`config.mk`:
```
export PLATFORM = sky130hd
export DESIGN_NAME = muldiv_sched_flat
export DESIGN_NICKNAME = d
export VERILOG_FILES = /design/src/rtl/muldiv_sched_if.sv /design/src/rtl/muldiv_sched.sv /design/src/flat_wrapper.sv
export SDC_FILE = /design/constraint.sdc
export NUM_CORES = 1
export LEC_CHECK = 0
export CAP_MARGIN = 5
export CORE_AREA = 3 3 151 153
export CTS_CLUSTER_SIZE = 20
export DETAILED_ROUTE_END_ITERATION = 6
export DIE_AREA = 0 0 154 156
export GPL_TIMING_DRIVEN = 0
export PLACE_DENSITY = 0.76
export SKIP_LAST_GASP = 1
export SLEW_MARGIN = 20
export SYNTH_ARGS = -nofsm -noshare
export SYNTH_HDL_FRONTEND = slang
export SYNTH_SLANG_ARGS = --single-unit
```
`constraint.sdc`:
```
create_clock -name clk -period 2.6 [get_ports clk]
set_input_delay 0.65 -clock clk [delete_from_list [all_inputs] [get_ports clk]]
set_output_delay 0.65 -clock clk [all_outputs]
set_load 0.005 [all_outputs]
```
`src/rtl/muldiv_sched_if.sv`:
```
// HI/LO sequencing bus: EX-side request/stall/result signals plus the
// multiplier and divider side-band. The controller uses the slave modport;
// the EX stage / datapath side uses the master modport.
interface muldiv_sched_if;
  logic        md_valid_i;
  logic [2:0]  md_op_i;
  logic [31:0] a_i;
  logic [31:0] b_i;
  logic        flush_i;
  logic [31:0] mul_a_o;
  logic [31:0] mul_b_o;
  logic        mul_signed_o;
  logic [63:0] mul_product_i;
  logic        div_start_o;
  logic        div_annul_o;
  logic        div_signed_o;
  logic [31:0] div_a_o;
  logic [31:0] div_b_o;
  logic        div_ready_i;
  logic [63:0] div_result_i;
  logic        stall_o;
  logic [31:0] hi_o;
  logic [31:0] lo_o;

  modport slave (
    input  md_valid_i, md_op_i, a_i, b_i, flush_i,
    input  mul_product_i, div_ready_i, div_result_i,
    output mul_a_o, mul_b_o, mul_signed_o,
    output div_start_o, div_annul_o, div_signed_o, div_a_o, div_b_o,
    output stall_o, hi_o, lo_o
  );

  modport master (
    output md_valid_i, md_op_i, a_i, b_i, flush_i,
    output mul_product_i, div_ready_i, div_result_i,
    input  mul_a_o, mul_b_o, mul_signed_o,
    input  div_start_o, div_annul_o, div_signed_o, div_a_o, div_b_o,
    input  stall_o, hi_o, lo_o
  );
endinterface

```
`src/rtl/muldiv_sched.sv`:
```
// muldiv_sched: EX-stage HI/LO sequencing controller.
// Starts the external multiplier (fixed MUL_CYCLES latency) and iterative
// divider, stalls the pipeline while they run, handles flush/annul and owns
// the architectural HI/LO registers.
// Optional build macro DIV_ZERO_FAST_EN: divide by zero bypasses the divider
// and commits HI=dividend, LO=all ones directly from IDLE.
module muldiv_sched #(
  parameter int MUL_CYCLES = 2
) (
  input logic          clk,
  input logic          rst,
  muldiv_sched_if.slave bus
);

  localparam logic [2:0] OP_MULT  = 3'd1;
  localparam logic [2:0] OP_MULTU = 3'd2;
  localparam logic [2:0] OP_DIV   = 3'd3;
  localparam logic [2:0] OP_DIVU  = 3'd4;
  localparam logic [2:0] OP_MTHI  = 3'd5;
  localparam logic [2:0] OP_MTLO  = 3'd6;

  // Count value on which the multiplier product is taken.
  localparam logic [3:0] MUL_LAST = 4'(MUL_CYCLES - 1);

  typedef enum logic [1:0] {
    IDLE     = 2'd0,
    MUL_BUSY = 2'd1,
    DIV_BUSY = 2'd2,
    DONE     = 2'd3
  } state_t;

  state_t      state_r, state_s;
  logic [3:0]  count_r, count_s;
  logic [31:0] op_a_r, op_a_s;
  logic [31:0] op_b_r, op_b_s;
  logic        sign_r, sign_s;
  logic [31:0] hi_r, hi_s;
  logic [31:0] lo_r, lo_s;
  logic        stall_s;
  logic        start_s;
  logic        annul_s;

  // Signed variants are the odd encodings of each multiply/divide pair.
  function automatic logic op_is_signed(input logic [2:0] op);
    return (op == OP_MULT) || (op == OP_DIV);
  endfunction

  // Next-state, datapath-update and handshake decode for the sequencer.
  always_comb begin
    state_s = state_r;
    count_s = count_r;
    op_a_s  = op_a_r;
    op_b_s  = op_b_r;
    sign_s  = sign_r;
    hi_s    = hi_r;
    lo_s    = lo_r;
    stall_s = 1'b0;
    start_s = 1'b0;
    annul_s = 1'b0;
    case (state_r)
      IDLE: begin
        if (bus.md_valid_i && !bus.flush_i) begin
          case (bus.md_op_i)
            OP_MULT, OP_MULTU: begin
              stall_s = 1'b1;
              op_a_s  = bus.a_i;
              op_b_s  = bus.b_i;
              sign_s  = op_is_signed(bus.md_op_i);
              count_s = 4'd0;
              state_s = MUL_BUSY;
            end
            OP_DIV, OP_DIVU: begin
              stall_s = 1'b1;
              op_a_s  = bus.a_i;
              op_b_s  = bus.b_i;
              sign_s  = op_is_signed(bus.md_op_i);
`ifdef DIV_ZERO_FAST_EN
              if (bus.b_i == 32'd0) begin
                hi_s    = bus.a_i;
                lo_s    = 32'hFFFF_FFFF;
                state_s = DONE;
              end else begin
                state_s = DIV_BUSY;
              end
`else
              state_s = DIV_BUSY;
`endif
            end
            OP_MTHI: begin
              hi_s = bus.a_i;
            end
            OP_MTLO: begin
              lo_s = bus.a_i;
            end
            default: begin
              state_s = IDLE;
            end
          endcase
        end else begin
          state_s = IDLE;
        end
      end
      MUL_BUSY: begin
        if (bus.flush_i) begin
          state_s = IDLE;
        end else begin
          stall_s = 1'b1;
          count_s = count_r + 4'd1;
          if (count_r == MUL_LAST) begin
            hi_s    = bus.mul_product_i[63:32];
            lo_s    = bus.mul_product_i[31:0];
            state_s = DONE;
          end else begin
            state_s = MUL_BUSY;
          end
        end
      end
      DIV_BUSY: begin
        if (bus.flush_i) begin
          annul_s = 1'b1;
          state_s = IDLE;
        end else begin
          stall_s = 1'b1;
          start_s = 1'b1;
          if (bus.div_ready_i) begin
            hi_s    = bus.div_result_i[63:32];
            lo_s    = bus.div_result_i[31:0];
            state_s = DONE;
          end else begin
            state_s = DIV_BUSY;
          end
        end
      end
      DONE: begin
        // Same instruction is still presented: never re-issue it.
        state_s = IDLE;
      end
      default: begin
        state_s = IDLE;
      end
    endcase
  end

  // State, operand latches and HI/LO registers.
  always_ff @(posedge clk) begin
    if (rst) begin
      state_r <= IDLE;
      count_r <= 4'd0;
      op_a_r  <= 32'd0;
      op_b_r  <= 32'd0;
      sign_r  <= 1'b0;
      hi_r    <= 32'd0;
      lo_r    <= 32'd0;
    end else begin
      state_r <= state_s;
      count_r <= count_s;
      op_a_r  <= op_a_s;
      op_b_r  <= op_b_s;
      sign_r  <= sign_s;
      hi_r    <= hi_s;
      lo_r    <= lo_s;
    end
  end

  // The divider shares rst, so no start/annul is signalled while resetting.
  assign bus.div_start_o  = start_s & ~rst;
  assign bus.div_annul_o  = annul_s & ~rst;
  assign bus.stall_o      = stall_s;
  assign bus.mul_a_o      = op_a_r;
  assign bus.mul_b_o      = op_b_r;
  assign bus.mul_signed_o = sign_r;
  assign bus.div_a_o      = op_a_r;
  assign bus.div_b_o      = op_b_r;
  assign bus.div_signed_o = sign_r;
  assign bus.hi_o         = hi_r;
  assign bus.lo_o         = lo_r;

endmodule

```
`src/flat_wrapper.sv`:
```
// flat-port wrapper written by rule: the top's interface ports become plain ports
module muldiv_sched_flat 
#(
  parameter int MUL_CYCLES = 2
)
  (clk, rst, bus_md_valid_i, bus_md_op_i, bus_a_i, bus_b_i, bus_flush_i, bus_mul_product_i, bus_div_ready_i, bus_div_result_i, bus_mul_a_o, bus_mul_b_o, bus_mul_signed_o, bus_div_start_o, bus_div_annul_o, bus_div_signed_o, bus_div_a_o, bus_div_b_o, bus_stall_o, bus_hi_o, bus_lo_o);
  muldiv_sched_if bus_i ();
  input logic clk;
  input logic rst;
  input wire logic [$bits(bus_i.md_valid_i)-1:0] bus_md_valid_i;
  input wire logic [$bits(bus_i.md_op_i)-1:0] bus_md_op_i;
  input wire logic [$bits(bus_i.a_i)-1:0] bus_a_i;
  input wire logic [$bits(bus_i.b_i)-1:0] bus_b_i;
  input wire logic [$bits(bus_i.flush_i)-1:0] bus_flush_i;
  input wire logic [$bits(bus_i.mul_product_i)-1:0] bus_mul_product_i;
  input wire logic [$bits(bus_i.div_ready_i)-1:0] bus_div_ready_i;
  input wire logic [$bits(bus_i.div_result_i)-1:0] bus_div_result_i;
  output wire logic [$bits(bus_i.mul_a_o)-1:0] bus_mul_a_o;
  output wire logic [$bits(bus_i.mul_b_o)-1:0] bus_mul_b_o;
  output wire logic [$bits(bus_i.mul_signed_o)-1:0] bus_mul_signed_o;
  output wire logic [$bits(bus_i.div_start_o)-1:0] bus_div_start_o;
  output wire logic [$bits(bus_i.div_annul_o)-1:0] bus_div_annul_o;
  output wire logic [$bits(bus_i.div_signed_o)-1:0] bus_div_signed_o;
  output wire logic [$bits(bus_i.div_a_o)-1:0] bus_div_a_o;
  output wire logic [$bits(bus_i.div_b_o)-1:0] bus_div_b_o;
  output wire logic [$bits(bus_i.stall_o)-1:0] bus_stall_o;
  output wire logic [$bits(bus_i.hi_o)-1:0] bus_hi_o;
  output wire logic [$bits(bus_i.lo_o)-1:0] bus_lo_o;
  assign bus_i.md_valid_i = bus_md_valid_i;
  assign bus_i.md_op_i = bus_md_op_i;
  assign bus_i.a_i = bus_a_i;
  assign bus_i.b_i = bus_b_i;
  assign bus_i.flush_i = bus_flush_i;
  assign bus_i.mul_product_i = bus_mul_product_i;
  assign bus_i.div_ready_i = bus_div_ready_i;
  assign bus_i.div_result_i = bus_div_result_i;
  assign bus_mul_a_o = bus_i.mul_a_o;
  assign bus_mul_b_o = bus_i.mul_b_o;
  assign bus_mul_signed_o = bus_i.mul_signed_o;
  assign bus_div_start_o = bus_i.div_start_o;
  assign bus_div_annul_o = bus_i.div_annul_o;
  assign bus_div_signed_o = bus_i.div_signed_o;
  assign bus_div_a_o = bus_i.div_a_o;
  assign bus_div_b_o = bus_i.div_b_o;
  assign bus_stall_o = bus_i.stall_o;
  assign bus_hi_o = bus_i.hi_o;
  assign bus_lo_o = bus_i.lo_o;
  muldiv_sched #(.MUL_CYCLES(MUL_CYCLES)) u_core (.clk(clk), .rst(rst), .bus(bus_i));
endmodule
```
# After elaboration in Yosys (flattened, before gate mapping)
# Index checks and enable logic that the tools add are counted.
dict set report totals {
  register_bits 135
  in_bits 200
  output_inout_bits 197
  word_cells 77
}
dict set report op_classes {
  addsub 1
  n_eq_ne 19
  muxes 32
  bitwise 3
  n_reduce_logical 15
}
# op n
set ops {}
lappend ops {{2-to-1 mux 32 bit} 12}
lappend ops {{one-hot mux 32 bit (3 select lines)} 2}
lappend ops {{AND reduction 7 bit} 2}
lappend ops {{2-to-1 mux 4 bit} 3}
lappend ops {{inequality test 2 bit, second input constant} 6}
lappend ops {{equality test 3 bit, second input constant} 3}
lappend ops {{2-to-1 mux 2 bit} 4}
lappend ops {{one-hot mux 2 bit (4 select lines)} 1}
lappend ops {{one-hot mux 4 bit (2 select lines)} 1}
lappend ops {{OR reduction 2 bit} 4}
lappend ops {{2-to-1 mux 1 bit} 7}
lappend ops {{equality test 3 x 2 -> 1 bit, second input constant} 2}
lappend ops {{one-hot mux 2 bit (3 select lines)} 1}
lappend ops {{adder 4 x 1 -> 4 bit, second input constant} 1}
lappend ops {{equality test 2 bit, second input constant} 2}
lappend ops {{equality test 4 x 1 -> 1 bit, second input constant} 1}
lappend ops {{inequality test 2 x 1 -> 1 bit, second input constant} 2}
lappend ops {{AND reduction 4 bit} 1}
lappend ops {{OR reduction 4 bit} 1}
lappend ops {{equality test 3 x 1 -> 1 bit, second input constant} 1}
lappend ops {{inequality test 3 bit, second input constant} 1}
lappend ops {{AND reduction 3 bit} 1}
lappend ops {{nonzero test 3 bit} 1}
lappend ops {{AND 1 bit} 2}
lappend ops {{other kinds (8)} 8}

# Depth between registers and ports, before layout
# Gate-level depths: netlist (run 1).
dict set report depth {
  depth_word 5
  ltp_mapped 8
  ltp_nobuf 6
}

# Worst setup path after synthesis (run 1)
# No wires, ideal clock.
dict set report synth_path {
  path_kind {reg-to-output}
  startpoint {register u_core.state_r[1]}
  endpoint {output port bus_stall_o}
  arrival_time_ns 1.693
  required_time_ns 1.950
  slack_ns 0.257
  path_stages_with_launch 8
  path_buffers 3
  path_cell_list {dfxtp_1 inv_1 ha_1 clkbuf_1 clkbuf_1 clkbuf_1 nand2_1 a21oi_1}
}
dict set report synth_between {
  elab_chain_cells 3
  elab_cells_between_ends 5
  classes_between {2 x eq/ne; 1 x mux; 2 x reduce/logical}
}
# element line_no
set synth_lines {}
lappend synth_lines {{start: declaration} muldiv_sched.sv:32} ;# state_t state_r, state_s;
lappend synth_lines {{start signal: assignment} muldiv_sched.sv:155} ;# state_r <= state_s;
lappend synth_lines {{equality test 2 x 1 -> 1 bit or equality test 2 bit (tied branches)} muldiv_sched.sv:60} ;# case (state_r)
lappend synth_lines {{OR reduction 2 bit (no source line)} n/a}
lappend synth_lines {{one-hot mux 1 bit (2 select lines) *} muldiv_sched.sv:60}
lappend synth_lines {{end: declaration} flat_wrapper.sv:26} ;# output wire logic [$bits(bus_i.stall_o)-1:0] bus_stall_o;
# Every way passes the cells marked *; elsewhere a longest branch is shown, timed or not.

# Final worst setup path (run 1)
# Ends and elaborated chain as after synthesis.

==> summary.txt, run 1 <==
Clock tree
  – Clk pin slew, worst setup/hold paths: 60 ps
  – Clk buf depth: 2
  – Worst-Skew Late Latency: 420 ps
  – CTS tree: built
  – CTS Hold Buffers Added: 0
  – Htree depth: 4
  – Clk root buf: clkbuf_16
  – Sinks on Clock Net: 135
  – TritonCTS Buffers: 17

Critical path
  – Worst Setup End Kind: output pin
  – Family with the most delay on the worst path: buffers and inverters
  – Worst Path Required: 1950 ps
  – CP max FO: 10
  – Largest stage delay, worst path: 350 ps
  – Crit path buffers/inverters: 4
  – Most used cell, CP: clkbuf_8
  – Crit path DAT: 1880 ps
  – Worst-path cell chain: inv_1 -> ha_4 -> clkbuf_8 -> clkbuf_8 -> nand2_1 -> a21oi_1 -> clkbuf_2
  – Worst setup SP type: flip-flop
  – Critical path class: reg -> out
  – Worst path slowest cell: dfxtp_2

STA
  – Unrepaired setup endpoints after global routing: yes
  – Final-report max-slew violation count: 0
  – Final setup violation count: 0
  – Max Freq: 0.395 GHz
  – Headroom to the max-slew limit: 0.518
  – Final Hold Viols: 0
  – Final period util: 0.973
  – Clock Skew: 14.2 ps
  – Fin crit period: 2530 ps
  – Worst-margin pin slew: 723 ps
  – Final WS setup: 70.2 ps

Synthesis
  – Synthesized Nets: 1027
  – Predominant post-synthesis flop cell: dfxtp_1
  – Ys Warns: 0
  – Share of the synthesized area in the top cell type: 0.384
  – Number of synthesized flops with an enable pin: 0
  – Asr flop ratio synth: 0
  – Mean Syn Cell Area: 8.59 um^2
  – Yosys reg bits: 135
  – Cell area after synthesis: 0.00705 mm^2
  – Post-synthesis sequential area ratio: 0.384
  – Synth area leader: dfxtp_1
  – Cell variety after synth: 39
  – Cells after Synth: 820
  – Area contributors post-synth: dfxtp_1, mux2i_1, a211o_1, nand2_1, buf_4

Final layout
  – Share of layout cells above drive strength 1: 0.114
  – Antenna cells: 0
  – Non-Filler Instances: 1525
  – Fillers: 2029
  – Final core occ: 0.554
  – Most common cell after layout, fill and taps aside: clkdlybuf4s50_1
  – Most frequent cells in the layout: clkdlybuf4s50_1, nand2_1, dfxtp_1
  – Synthesis-to-finish area growth: 70.5%
  – Final net count: 1440
  – Fin area: 0.0120 mm^2

Detailed routing
  – Wire length on met2: 15300 um
  – Remaining DRCs: 0
  – Vias post-DR: 7568
  – Met3 wire length: 2430 um
  – Final Routed Wirelength: 30500 um
  – Pre-antenna DRT Iters: 5
  – Initial DRC count: 378
  – DR vias/cell: 4.96
  – Wire per inst: 20.0 um
  – Metal-1 WL: 12100 um
  – Max layer used: met5
  – ANT nets after route: 0

Place
  – IO buf count: 393
  – RD Place Congestion: 0.848
  – Pre-CTS WS: -965 ps
  – DPL Wire Length: 23800 um
  – DP Cell Count: 1493
  – Placed Area: 0.0113 mm^2

Power
  – Sequential Power Share: 0.373
  – P per Cell Area: 493 mW/mm^2
  – Clock network power share: 0.422
  – Int Power: 0.00438 W
  – Power share of the combinational group: 0.206
  – Net Sw Power: 0.00154 W
  – Sw Share: 0.261
  – Lkg Pwr: 4.78 nW
  – Peak VDD IR: 0.000359 V

Status
  – Status: finished clean

GRT
  – Total track usage: 0.243
  – Initial antenna violation count: 1
  – Vias in the first global route: 7791
  – Global-route wire length before repair: 45100 um
  – Largest net degree at the start of global routing: 20
  – Total grt overflow: 0

Floorplanning
  – Starting density of the core: 0.325
  – Die Height: 156 um
  – Core Footprint: 0.0217 mm^2
  – Ports: 397
  – Die W: 154 um
  – # rows: 54
  – Die area: 0.0240 mm^2

Hold path
  – Hold Path Class: reg -> reg

Flow run
  – Max-cap violations: 0
[kinds of logic after synthesis]
group,count (synthesis),share of synthesized area
adder cells (fa/ha/maj),7,0.0124
buffers and inverters,141,0.119
flip-flops,135,0.384
AND/OR/NAND/NOR,257,0.172
multiplexers,66,0.0939
XOR/XNOR,1,0.00124
AO/OA/AOI/OAI,213,0.218
[worst min-delay path, cell delays in order, from the launching register on]
cell     delay [ps]
dfxtp_1         320
nand2_1          50
a21oi_1          50
[through the flow]
stage                     hold WS, ps  setup TNS [ps]  total power, W
after floorplan                   466               0         0.00273
after global placement            458          -10370         0.00344
after detailed placement          464          -14530         0.00345
after CTS                         473            -124         0.00596
after global routing              484           -36.5         0.00615
final                             469               0         0.00592
[state kept, by name, indices dropped and copies added (netlist names)]
register,cells
u_core.bus.div_a_o,32
u_core.bus.div_b_o,32
u_core.bus.hi_o,32
u_core.bus.lo_o,32
u_core.count_r,4
u_core.state_r,2
u_core.bus.div_signed_o,1
[cell type report]
cell class / instances / area, um^2 / share of cell area
Timing Repair Buffer: 397 / 3960 / 0.329
Clock inverter: 14 / 173 / 0.0144
Buffer: 133 / 855 / 0.0711
Clock buffer: 17 / 425 / 0.0354
Tap cell: 280 / 350 / 0.0292
Multi-Input combinational cell: 544 / 3530 / 0.294
Sequential cell: 135 / 2710 / 0.225
Inverter: 5 / 18.8 / 0.00156
[Yosys cell counts (2+ instances only)]
cell type / count
nand2_1: 133
nand3b_1: 2
buf_2: 15
buf_1: 9
a31oi_1: 2
nand3_4: 2
clkbuf_1: 41
buf_4: 65
a2bb2oi_1: 2
buf_6: 6
inv_1: 5
o21ba_2: 2
and3b_1: 2
nor2_1: 38
dfxtp_1: 135
nor3_1: 2
nor2b_1: 4
nand2b_1: 65
a21oi_1: 67
ha_1: 7
a211o_1: 64
nand3_1: 3
o21ai_0: 3
nor3b_1: 4
a22oi_1: 64
mux2i_1: 65
[worst paths after layout]
| path | to | start | slack (ps) | cells after the start |
|---|---|---|---|---|
| hold / removal | u_core.bus.div_b_o[20] | u_core.bus.div_b_o[20] | 470 | 2 |
| setup reg to reg | u_core.bus.lo_o[12] | u_core.state_r[1] | 400 | 8 |
| setup / recovery | bus_stall_o | u_core.state_r[1] | 70 | 7 |
| hold reg to reg | u_core.bus.div_b_o[20] | u_core.bus.div_b_o[20] | 470 | 2 |
[routing by layer]
metal	vias to the layer above	GRT usage
li1	3625	-
met1	3564	0.281
met2	341	0.436
met3	36	0.0663
met4	2	0.0757
met5	-	0
[power by group through the flow]
stage          clock, W  combinational (W)  sequential (W)
6_report        0.00250            0.00122         0.00221
2_1_floorplan         0           0.000476         0.00225
3_5_place_dp          0            0.00120         0.00225
4_1_cts         0.00254            0.00122         0.00221
3_3_place_gp          0            0.00119         0.00225
5_1_grt         0.00263            0.00130         0.00222
[timing repair]
| action | in CTS | in global routing |
|---|---|---|
| setup endpoints to repair | 13 | 10 |
| gates resized for setup | 26 | 7 |
| endpoints found under the hold margin | 0 | 0 |
| pin swaps | 1 | 1 |
| buffers inserted | 2 | 2 |
Note: power is estimated with default switching activity, not from simulation.
==> run 2: changes to the inputs <==
--- a/config.mk
+++ b/config.mk
@@ -5,8 +5,8 @@
 export SDC_FILE = /design/constraint.sdc
 export NUM_CORES = 1
 export LEC_CHECK = 0
-export CAP_MARGIN = 5
 export CORE_AREA = 3 3 151 153
+export CTS_CLUSTER_DIAMETER = 60
 export CTS_CLUSTER_SIZE = 20
 export DETAILED_ROUTE_END_ITERATION = 6
 export DIE_AREA = 0 0 154 156
==> results of run 2 <==
No change in the layout: final DEF, timing and power equal those of run 1.
